===== config.mk =====
export PLATFORM = sky130hd
export DESIGN_NAME = seq_magnitude_comparator
export DESIGN_NICKNAME = d
export VERILOG_FILES = /design/src/rtl/seq_magnitude_comparator.sv
export SDC_FILE = /design/constraint.sdc
export NUM_CORES = 1
export LEC_CHECK = 0
export CAP_MARGIN = 20
export CELL_PAD_IN_SITES_DETAIL_PLACEMENT = 1
export CELL_PAD_IN_SITES_GLOBAL_PLACEMENT = 1
export CORE_UTILIZATION = 25
export DETAILED_ROUTE_END_ITERATION = 10
export PLACE_DENSITY_LB_ADDON = 0.1
export SYNTH_ARGS = -nofsm -noshare
export SYNTH_HDL_FRONTEND = slang
export SYNTH_SLANG_ARGS = --single-unit

===== constraint.sdc =====
create_clock -name clk -period 2.64 [get_ports clk]
set_input_delay 0.396 -clock clk [delete_from_list [all_inputs] [get_ports clk]]
set_output_delay 0.396 -clock clk [all_outputs]
set_load 0.02 [all_outputs]

===== src/rtl/seq_magnitude_comparator.sv =====
// rtl/seq_magnitude_comparator.sv - multi-cycle slice-serial magnitude comparator with early exit
//
// Compares two WIDTH-bit operands one CHUNK-bit slice per clock, most
// significant slice first, and stops on the first slice that differs.
// Unsigned or two's-complement signed compare, selected per request.
//
// Ports:
//   clk          rising-edge clock
//   rst_n        asynchronous active-low reset
//   start        compare request, accepted only while idle
//   a, b         operands, captured on an accepted start
//   signed_mode  1 = two's-complement compare, captured on an accepted start
//   busy         high while a compare is in progress
//   done         one-cycle pulse when eq/lt/gt become valid
//   eq, lt, gt   result flags, held until the next accepted start

module seq_magnitude_comparator #(
    parameter int WIDTH = 32,
    parameter int CHUNK = 4
) (
    input  logic             clk,
    input  logic             rst_n,
    input  logic             start,
    input  logic [WIDTH-1:0] a,
    input  logic [WIDTH-1:0] b,
    input  logic             signed_mode,
    output logic             busy,
    output logic             done,
    output logic             eq,
    output logic             lt,
    output logic             gt
);

    localparam int N  = WIDTH / CHUNK;
    localparam int KW = (N > 1) ? $clog2(N) : 1;
    localparam logic [CHUNK-1:0] SIGN_MASK = CHUNK'(1) << (CHUNK - 1);

    typedef enum logic {
        IDLE    = 1'b0,
        COMPARE = 1'b1
    } state_t;

    state_t           state_q, state_d;
    logic [KW-1:0]    k_q, k_d;
    logic [WIDTH-1:0] a_q, a_d;
    logic [WIDTH-1:0] b_q, b_d;
    logic             sm_q, sm_d;
    logic             done_q, done_d;
    logic             eq_q, eq_d;
    logic             lt_q, lt_d;
    logic             gt_q, gt_d;

    logic [CHUNK-1:0] sign_flip;
    logic [CHUNK-1:0] slice_a;
    logic [CHUNK-1:0] slice_b;
    logic             slice_ne;
    logic             last_slice;

    // The operand registers shift left by one slice per step, so the slice
    // under test always sits in the top CHUNK bits. In signed mode, flipping
    // the sign bit of the top slice maps two's-complement order onto unsigned
    // order; lower slices are plain magnitude bits.
    always_comb begin
        sign_flip  = (sm_q && (k_q == '0)) ? SIGN_MASK : '0;
        slice_a    = a_q[WIDTH-1 -: CHUNK] ^ sign_flip;
        slice_b    = b_q[WIDTH-1 -: CHUNK] ^ sign_flip;
        slice_ne   = (slice_a != slice_b);
        last_slice = (k_q == KW'(N - 1));
    end

    // State register
    always_ff @(posedge clk or negedge rst_n) begin
        if (!rst_n) begin
            state_q <= IDLE;
        end else begin
            state_q <= state_d;
        end
    end

    // Next-state logic
    always_comb begin
        state_d = state_q;
        case (state_q)
            IDLE:    if (start) state_d = COMPARE;
            COMPARE: if (slice_ne || last_slice) state_d = IDLE;
            default: state_d = IDLE;
        endcase
    end

    // Outputs
    always_comb begin
        busy = (state_q == COMPARE);
        done = done_q;
        eq   = eq_q;
        lt   = lt_q;
        gt   = gt_q;
    end

    // Datapath next-state; done defaults low so it is a single-cycle pulse,
    // and a start taken in the done cycle clears it along with the flags.
    always_comb begin
        k_d    = k_q;
        a_d    = a_q;
        b_d    = b_q;
        sm_d   = sm_q;
        done_d = 1'b0;
        eq_d   = eq_q;
        lt_d   = lt_q;
        gt_d   = gt_q;
        case (state_q)
            IDLE: begin
                if (start) begin
                    k_d  = '0;
                    a_d  = a;
                    b_d  = b;
                    sm_d = signed_mode;
                    eq_d = 1'b0;
                    lt_d = 1'b0;
                    gt_d = 1'b0;
                end
            end
            COMPARE: begin
                if (slice_ne) begin
                    eq_d   = 1'b0;
                    lt_d   = (slice_a < slice_b);
                    gt_d   = (slice_a > slice_b);
                    done_d = 1'b1;
                end else if (last_slice) begin
                    eq_d   = 1'b1;
                    lt_d   = 1'b0;
                    gt_d   = 1'b0;
                    done_d = 1'b1;
                end else begin
                    k_d = k_q + KW'(1);
                    a_d = a_q << CHUNK;
                    b_d = b_q << CHUNK;
                end
            end
            default: ;
        endcase
    end

    always_ff @(posedge clk or negedge rst_n) begin
        if (!rst_n) begin
            k_q    <= '0;
            a_q    <= '0;
            b_q    <= '0;
            sm_q   <= 1'b0;
            done_q <= 1'b0;
            eq_q   <= 1'b0;
            lt_q   <= 1'b0;
            gt_q   <= 1'b0;
        end else begin
            k_q    <= k_d;
            a_q    <= a_d;
            b_q    <= b_d;
            sm_q   <= sm_d;
            done_q <= done_d;
            eq_q   <= eq_d;
            lt_q   <= lt_d;
            gt_q   <= gt_d;
        end
    end

endmodule


==> results of run 1 <==
[power by group through the flow]
stage          Sequential, mW  Combinational, mW  Clock [mW]
3_5_place_dp             1.97               2.05           0
4_1_cts                  1.95               2.06        1.16
5_1_grt                  2.03               2.24        1.21
2_1_floorplan            1.89               1.56           0
6_report                 1.94               2.02        1.11
3_3_place_gp             1.96               2.01           0
[Yosys cell counts (2+ instances only)]
cell type and count:
mux2_2 97, dfrtp_1 73, nand2_1 19, o2111ai_1 2, mux2i_1 10, inv_1 12, ha_1 6, buf_6 6
a21oi_1 7, o21ai_0 2, buf_2 3, mux2_4 10, nor2b_1 2, o211ai_1 3, and3b_2 2, nand3_1 3
nor2_1 2, clkbuf_1 6
[logic make-up after synthesis]
| family | share of synthesized area (%) |
|---|---|
| multiplexers | 35.9 |
| flip-flops | 48.8 |
| AND/OR/NAND/NOR | 4.95 |
| buffers and inverters | 4.01 |
| AO/OA/AOI/OAI | 3.85 |
| adder cells (fa/ha/maj) | 2.01 |
| XOR/XNOR | 0.468 |
[area by class of cell]
class                      count  area (um^2)  area share, %
timing repair buffer          80          826           16.7
sequential                    73         1830           36.9
clock buffer                  14          264           5.33
multi-input combinational    180         1760           35.6
inverter                      12         45.0          0.909
tap                          184          230           4.64
[state kept, by name, indices dropped and copies added, names as in the netlist]
| signal | flops |
|---|---|
| k_q | 3 |
| busy | 1 |
| a_q | 32 |
| lt | 1 |
| gt | 1 |
| done | 1 |
| eq | 1 |
| sm_q | 1 |
| b_q | 32 |
[layer usage]
metal / global-route usage, % / wire length, um / vias to the layer above
li1: - / - / 1148
met1: 16.1 / 4070 / 1211
met2: 19.1 / 3960 / 36
met3: 2.75 / 241 / 10
met4: 5.10 / 145 / 0
met5: 0 / 0 / -
[final timing paths]
| kind | startpoint | endpoint | slack, ns | cells past startpoint |
|---|---|---|---|---|
| setup / recovery | a_q[30] | b_q[20] | 0.49 | 5 |
| hold / removal | rst_n | b_q[12] | 0.47 | 2 |
| setup reg to reg | a_q[30] | b_q[20] | 0.49 | 5 |
| hold reg to reg | sm_q | sm_q | 0.50 | 2 |
| max in group asynchronous | rst_n | b_q[1] | 1.56 | 3 |
| min in group clk | sm_q | sm_q | 0.50 | 2 |
[what timing repair did]
action                    in CTS  in global routing
setup buffers                  0                  0
resized for setup              0                  0
hold endpoints to repair       0                 14
hold buffers                   0                  1
[per-stage QoR]
stage / power [mW] / setup WS, ns / cell area, um^2
global placement: 3.97 / 0.389 / 4660
global route: 5.48 / 0.403 / 4960
floorplan: 3.46 / 0.590 / 3740
finish: 5.08 / 0.486 / 4960
CTS: 5.17 / 0.455 / 4920
detailed placement: 4.01 / 0.373 / 4660
==> results.tsv, run 1 <==
metric	value	unit
status	finished, final reports clean	
Syn Std Cell Area	0.00374	mm^2
clk root buf	clkbuf_16	
Synth Register Bits	73	
Post-Place Cells	527	
Hold WS	0.475	ns
CTS Sinks	73	
Max Root-Sink Buffers	2	
Worst Hold Class	in -> async	
max incr delay on CP	0.40	ns
sw frac	30.7	%
commonest register cell after synthesis	dfrtp_1	
Achievable Freq	464	MHz
Int Power	3.52	mW
Synth area leader	dfrtp_1	
diodes inserted	0	
Setup TNS Final	0	ns
Synth-to-Final Area Change	32.5	%
Synth cell types	33	
max_slew headroom	65.3	%
share of cells above drive strength 1	36.8	%
Finished Layout Cells	543	
final setup fails	0	
post-layout util	34.0	%
PD cells	1020	mW/mm^2
Detailed Route WL	8.41	mm
min Tclk post-route	2.15	ns
VDD IR max	0.293	mV
worst clock skew	0.00571	ns
top cell type's share of synthesized area	48.8	%
net switching power	1.56	mW
Cell Chain, Critical Path	ha_1 -> nand3_1 -> o41ai_4 -> buf_12 -> mux2_2	
Synth Instances	280	
Ys Warns	0	
Num CTS Buffers	9	
htree depth	3	
core area	0.0146	mm^2
Max-cap violations	0	
Chip Height	124	um
initial antenna violation count	0	
hpwl dp	5.72	mm
Layout Nets	430	
row count	44	
Bufs and invs on worst path	1	
Worst setup SP type	register	
critical path type	reg -> reg	
RePlAce Congestion	0.651	
drt drc	0	
worst-margin pin slew	0.521	ns
Comb pwr share	39.9	%
io pins	73	
GRT Overall Usage	12.2	%
first-pass GRT wire length	14.8	mm
slowest CP cell	o41ai_4	
worst skew pair latency	0.33	ns
Reg power frac	38.3	%
Seq/Total Area, Yosys	48.8	%
# port buffers	72	
top post-synthesis cells by area	dfrtp_1 (49%), mux2_2 (29%), mux2_4 (4.0%)	
Initial DRC Count	82	
vias in the first global route	2768	
Tcrit/Tclk final	81.6	%
Vias	2405	
Post-synth EDFFs	0	
CP max FO	30	
post-DR wirelength/cell	15.5	um
Crit path arrival time	2.36	ns
Initial Util	25.6	%
Synth async-reset ratio	100	%
Mapped Nets	354	
CP endpoint kind	register	
Hold Vio Cnt, Final	0	
P_leak	2.07	nW
maximum number of pins on one net before global-route repair	74	
CTS tree	built	
Req. time, crit path	2.85	ns
commonest non-fill, non-tap cell in the layout	mux2_2	
unrepaired setup endpoints after global routing	no	
Post-DRT Antenna Nets	0	
total gr overflow	0	
Fillers	1525	
full die area	0.0155	mm^2
Clk pin slew, worst setup/hold paths	0.05	ns
most frequent cells in the layout	mux2_2 (97), dfrtp_1 (72), clkdlybuf4s50_1 (71)	
die width	124	um
family with the most delay on the worst path	compound AO/OA/AOI/OAI gates	
Final Slew Violations	0	
Mapped Avg Cell Area	13.4	um^2
DR pass1 iterations	3	
Vias/cell	4.43	
clock share of power	21.9	%
Power figures use the tool's default switching activity.
==> inputs of run 2 (changes only) <==
Clock period 2.64 ns to 1.94 ns, I/O delays scaled along.
==> run 2 against run 1 <==
- first-iteration DRC count is 37% lower
- global-route usage is 0.88 points higher
- sequential share of layout area is 3.8 points lower
- cell area is 11% higher
- total power is 60% higher
- largest power group unchanged
- worst setup slack worse by 0.48 ns
- maximum frequency is 11% higher
- critical path depth is 1 higher
==> results.tsv, run 2 (synthesis gave the netlist of run 1 again) <==
metric	value	unit	change
RePlAce Congestion	0.657		+0.88%
htree depth	3		unchanged
CP endpoint kind	register		
post-DR wirelength/cell	16.8	um	+8.6%
die width	124	um	unchanged
Chip Height	124	um	unchanged
worst skew pair latency	0.34	ns	about the same
Clk pin slew, worst setup/hold paths	0.06	ns	about the same
Finished Layout Cells	571		+5.2%
post-layout util	37.8	%	+3.9 points
VDD IR max	0.504	mV	+72%
Hold WS	0.496	ns	+0.0209 ns
Max-cap violations	0		unchanged
min Tclk post-route	1.93	ns	-0.220 ns
critical path type	reg -> reg		
most frequent cells in the layout	dfrtp_1 (72), clkdlybuf4s50_1 (70), mux2_2 (54)		
Vias/cell	4.37		-1.3%
Req. time, crit path	2.16	ns	-0.69 ns
Detailed Route WL	9.61	mm	+14%
first-pass GRT wire length	15.6	mm	+5.9%
P_leak	2.42	nW	+17%
CTS tree	built		
pre-CTS setup slack	-0.286	ns	-0.659 ns
Layout Nets	456		+6.0%
commonest non-fill, non-tap cell in the layout	dfrtp_1		
biggest regs	a_q x32, b_q x32, k_q x3		
drt drc	0		unchanged
Tcrit/Tclk final	99.7	%	+18 points
Crit path arrival time	2.15	ns	-0.21 ns
row count	44		unchanged
R2R depth	6		+1
maximum number of pins on one net before global-route repair	74		unchanged
status	finished, final reports clean		
final setup fails	0		unchanged
Worst Hold Class	reg -> reg		
Initial Util	25.6	%	unchanged
CP max FO	7		-77%
Overall Power	8.11	mW	+60%
Hold Vio Cnt, Final	0		unchanged
Final Slew Violations	0		unchanged
initial antenna violation count	0		unchanged
hpwl dp	5.99	mm	+4.6%
max_slew headroom	71.6	%	+6.4 points
unrepaired setup endpoints after global routing	yes		
total gr overflow	0		unchanged
share of cells above drive strength 1	42.9	%	+6.1 points
WHS Path Cells	2		
Worst setup SP type	register		
PD cells	1470	mW/mm^2	+43%
Vias	2495		+3.7%
Num CTS Buffers	9		unchanged
GRT Overall Usage	13.1	%	+0.88 points
diodes inserted	0		unchanged
vias in the first global route	2846		+2.8%
worst-margin pin slew	0.425	ns	-0.0957 ns
# port buffers	72		unchanged
core area	0.0146	mm^2	unchanged
CTS Sinks	73		unchanged
Achievable Freq	517	MHz	+11%
Worst Setup Slack, final	0.00652	ns	-0.480 ns
Synth-to-Final Area Change	47.5	%	
full die area	0.0155	mm^2	unchanged
worst clock skew	0.00495	ns	-0.000761 ns
Post-DRT Antenna Nets	0		unchanged
Max Root-Sink Buffers	2		unchanged
clk root buf	clkbuf_16		
DR pass1 iterations	3		unchanged
io pins	73		unchanged
Initial DRC Count	52		-37%
Post-Place Cells	543		+3.0%
## run 2: cell types whose count changed in the layout (fill, tap and decap cells not counted), sizes merged
cell / previous run / this run
dlygate4sd2: 0 / 1
bufbuf: 0 / 1
buf: 8 / 31
clkinv: 0 / 1
clkdlybuf4s50: 71 / 70
clkbuf: 14 / 16
clkinvlp: 0 / 1
## run 2: critical path, stage by stage, from the launching register on
cell and delay (ns):
dfrtp_1 0.38, ha_2 0.20, ha_4 0.17, o41ai_4 0.37, buf_6 0.22, clkbuf_16 0.18, mux2_4 0.29
## run 2: cell type report
| class | instances | area [um^2] |
|---|---|---|
| sequential | 73 | 1830 |
| tap | 184 | 230 |
| fill | 1505 | 9070 |
| inverter | 12 | 45.0 |
| clock inverter | 2 | 12.5 |
| timing repair buffer | 106 | 1150 |
| clock buffer | 14 | 264 |
| multi-input combinational | 180 | 1990 |
## run 2: layer usage
metal  wire length, um  global-route usage, %  vias up
met1              4580                   16.9     1251
met5                 0                      0        -
met4                98                   3.40        0
met3               301                   3.99        7
met2              4630                   21.1       38
li1                  -                      -     1199
## run 2: path summary, 6_finish.rpt
check	start	endpoint	slack, ns
max reg2reg	k_q[0]	a_q[30]	0.007
max in group asynchronous	rst_n	busy	1.08
min in group asynchronous	rst_n	b_q[22]	0.52
max	k_q[0]	a_q[30]	0.007
min reg2reg	sm_q	sm_q	0.50
min	sm_q	sm_q	0.50
## run 2: where the power goes
| part | switching, mW | internal [mW] | total [mW] |
|---|---|---|---|
| combinational | 1.44 | 2.46 | 3.90 |
| sequential | 0.391 | 2.26 | 2.65 |
| clock | 0.633 | 0.935 | 1.57 |
## run 2: through the flow
| step | TNS (ns) | cell area (um^2) |
|---|---|---|
| after floorplan | -2.28 | 3810 |
| after CTS | -0.124 | 5290 |
| after detailed placement | -13.59 | 4890 |
| final | 0 | 5520 |
| after global placement | -11.55 | 4890 |
| after global routing | -1.62 | 5520 |
## run 2: repair_timing
| action | 4_1_cts | 5_1_grt |
|---|---|---|
| hold buffers | 1 | 0 |
| setup endpoints to repair | 58 | 55 |
| pin swaps | 2 | 1 |
| cloned | 2 | 3 |
| buffers inserted | 3 | 3 |
| resized for setup | 8 | 38 |
| hold endpoints to repair | 73 | 0 |
==> inputs of run 3 (changes only) <==
Settings changed: CELL_PAD_IN_SITES_DETAIL_PLACEMENT 1 to default, CELL_PAD_IN_SITES_GLOBAL_PLACEMENT 1 to default.
==> run 3 against run 2 <==
- the run now ends with negative setup slack left
- non-clock buffer count increased by 2
- clock power rose by 12%
- flip-flop and latch count unchanged
- sequential share of layout area hardly changed
- cell area increased by 0.11%
- clock skew about the same
==> results.tsv, run 3 (synthesis gave the netlist of run 1 again) <==
metric	value	unit	change
status	finished, violations left		
failing checks	negative setup slack		
# port buffers	72		unchanged
Chip Height	124	um	unchanged
CTS tree	built		
min Tclk post-route	2.00	ns	+0.0645 ns
Hold Vio Cnt, Final	0		unchanged
htree depth	3		unchanged
maximum number of pins on one net before global-route repair	37		-50%
Worst setup SP type	register		
io pins	73		unchanged
initial antenna violation count	0		unchanged
VDD IR max	0.550	mV	+9.1%
final setup fails	46		+46
GRT Overall Usage	12.8	%	-0.25 points
worst clock skew	0.00529	ns	+0.000344 ns
Clk pin slew, worst setup/hold paths	0.06	ns	about the same
first-pass GRT wire length	15.2	mm	-2.9%
share of cells above drive strength 1	44.0	%	+1.1 points
Num CTS Buffers	9		unchanged
Achievable Freq	501	MHz	-3.2%
full die area	0.0155	mm^2	unchanged
Max-cap violations	0		unchanged
vias in the first global route	2780		-2.3%
CP max FO	11		+4
PD cells	1480	mW/mm^2	+1.0%
clk root buf	clkbuf_16		
max_slew headroom	69.2	%	-2.4 points
RePlAce Congestion	0.709		+8.0%
Req. time, crit path	2.16	ns	about the same
Tcrit/Tclk final	103	%	+3.3 points
Final Slew Violations	0		unchanged
Initial DRC Count	93		+79%
CP endpoint kind	register		
Initial Util	25.6	%	unchanged
Post-DRT Antenna Nets	0		unchanged
DR pass1 iterations	4		+1
diodes inserted	0		unchanged
biggest regs	a_q x32, b_q x32, k_q x3		
die width	124	um	unchanged
pre-CTS setup slack	-0.135	ns	+0.151 ns
Crit path arrival time	2.22	ns	+0.07 ns
total gr overflow	0		unchanged
Detailed Route WL	9.23	mm	-3.9%
Worst Setup Slack, final	-0.0580	ns	-0.0645 ns
Worst Hold Class	in -> async		
post-layout util	37.9	%	+0.043 points
commonest non-fill, non-tap cell in the layout	dfrtp_1		
row count	44		unchanged
Vias/cell	4.31		-1.4%
post-DR wirelength/cell	16.1	um	-4.3%
Layout Nets	458		+0.44%
CTS Sinks	73		unchanged
Max Root-Sink Buffers	2		unchanged
worst skew pair latency	0.34	ns	about the same
drt drc	0		unchanged
core area	0.0146	mm^2	unchanged
worst-margin pin slew	0.462	ns	+0.0364 ns
critical path type	reg -> reg		
most frequent cells in the layout	dfrtp_1 (72), clkdlybuf4s50_1 (71), mux2_2 (64)		
P_leak	2.40	nW	-0.78%
hpwl dp	6.05	mm	+1.1%
unrepaired setup endpoints after global routing	yes		
Synth-to-Final Area Change	47.7	%	
Vias	2468		-1.1%
[run 3: timing repair]
action | CTS | global route
endpoints found under the hold margin | 20 | 0
cloned | 3 | 2
pin swaps | 2 | 0
hold buffers | 1 | 0
endpoints found under the setup margin | 55 | 53
resized for setup | 26 | 10
setup buffers | 5 | 0
[run 3: stage by stage]
step | hold WS [ns] | total power, mW | cells | TNS (ns) | area (um^2)
after global routing | 0.415 | 8.78 | 573 | -4.93 | 5530
after CTS | 0.396 | 8.17 | 571 | -1.35 | 5440
after floorplan | -0.00459 | 4.91 | 280 | -2.28 | 3810
after detailed placement | 0.219 | 5.90 | 546 | -5.41 | 4880
after global placement | 0.214 | 5.86 | 546 | -4.27 | 4880
final | 0.393 | 8.20 | 573 | -1.52 | 5530
[run 3: worst paths after layout]
check / start / endpoint / slack, ns / cells after the start
max: k_q[1] / b_q[13] / -0.06 / 6
max reg2reg: k_q[1] / b_q[13] / -0.06 / 6
min reg2reg: sm_q / sm_q / 0.49 / 2
max in group asynchronous: rst_n / a_q[3] / 0.97 / 3
min in group clk: signed_mode / sm_q / 0.49 / 3
min: rst_n / b_q[26] / 0.39 / 2
[run 3: critical path: stages (launching register included)]
cell	delay [ns]
dfrtp_1	0.38
ha_2	0.20
ha_4	0.17
o41ai_4	0.36
buf_6	0.17
bufbuf_16	0.30
mux2_4	0.31
[run 3: routing by layer]
| metal | GRT usage (%) | wire length, um |
|---|---|---|
| met5 | 0 | 0 |
| met2 | 20.0 | 4270 |
| met3 | 4.38 | 335 |
| met4 | 3.97 | 139 |
| met1 | 16.6 | 4490 |
[run 3: cell type report]
| type | instances | area (um^2) |
|---|---|---|
| clock inverters | 4 | 50.0 |
| flip-flops and latches | 73 | 1830 |
| clock buffers | 12 | 267 |
| fillers | 1401 | 9060 |
| inverters | 12 | 45.0 |
| multi-input cells | 180 | 1950 |
| well taps | 184 | 230 |
| repair buffers | 108 | 1150 |
[run 3: where the power goes]
part	switching, mW	leakage (nW)	internal, mW	total (mW)
sequential	0.382	0.872	2.26	2.64
combinational	1.41	1.38	2.39	3.80
clock	0.664	0.151	1.10	1.76
total	2.45	2.40	5.75	8.20
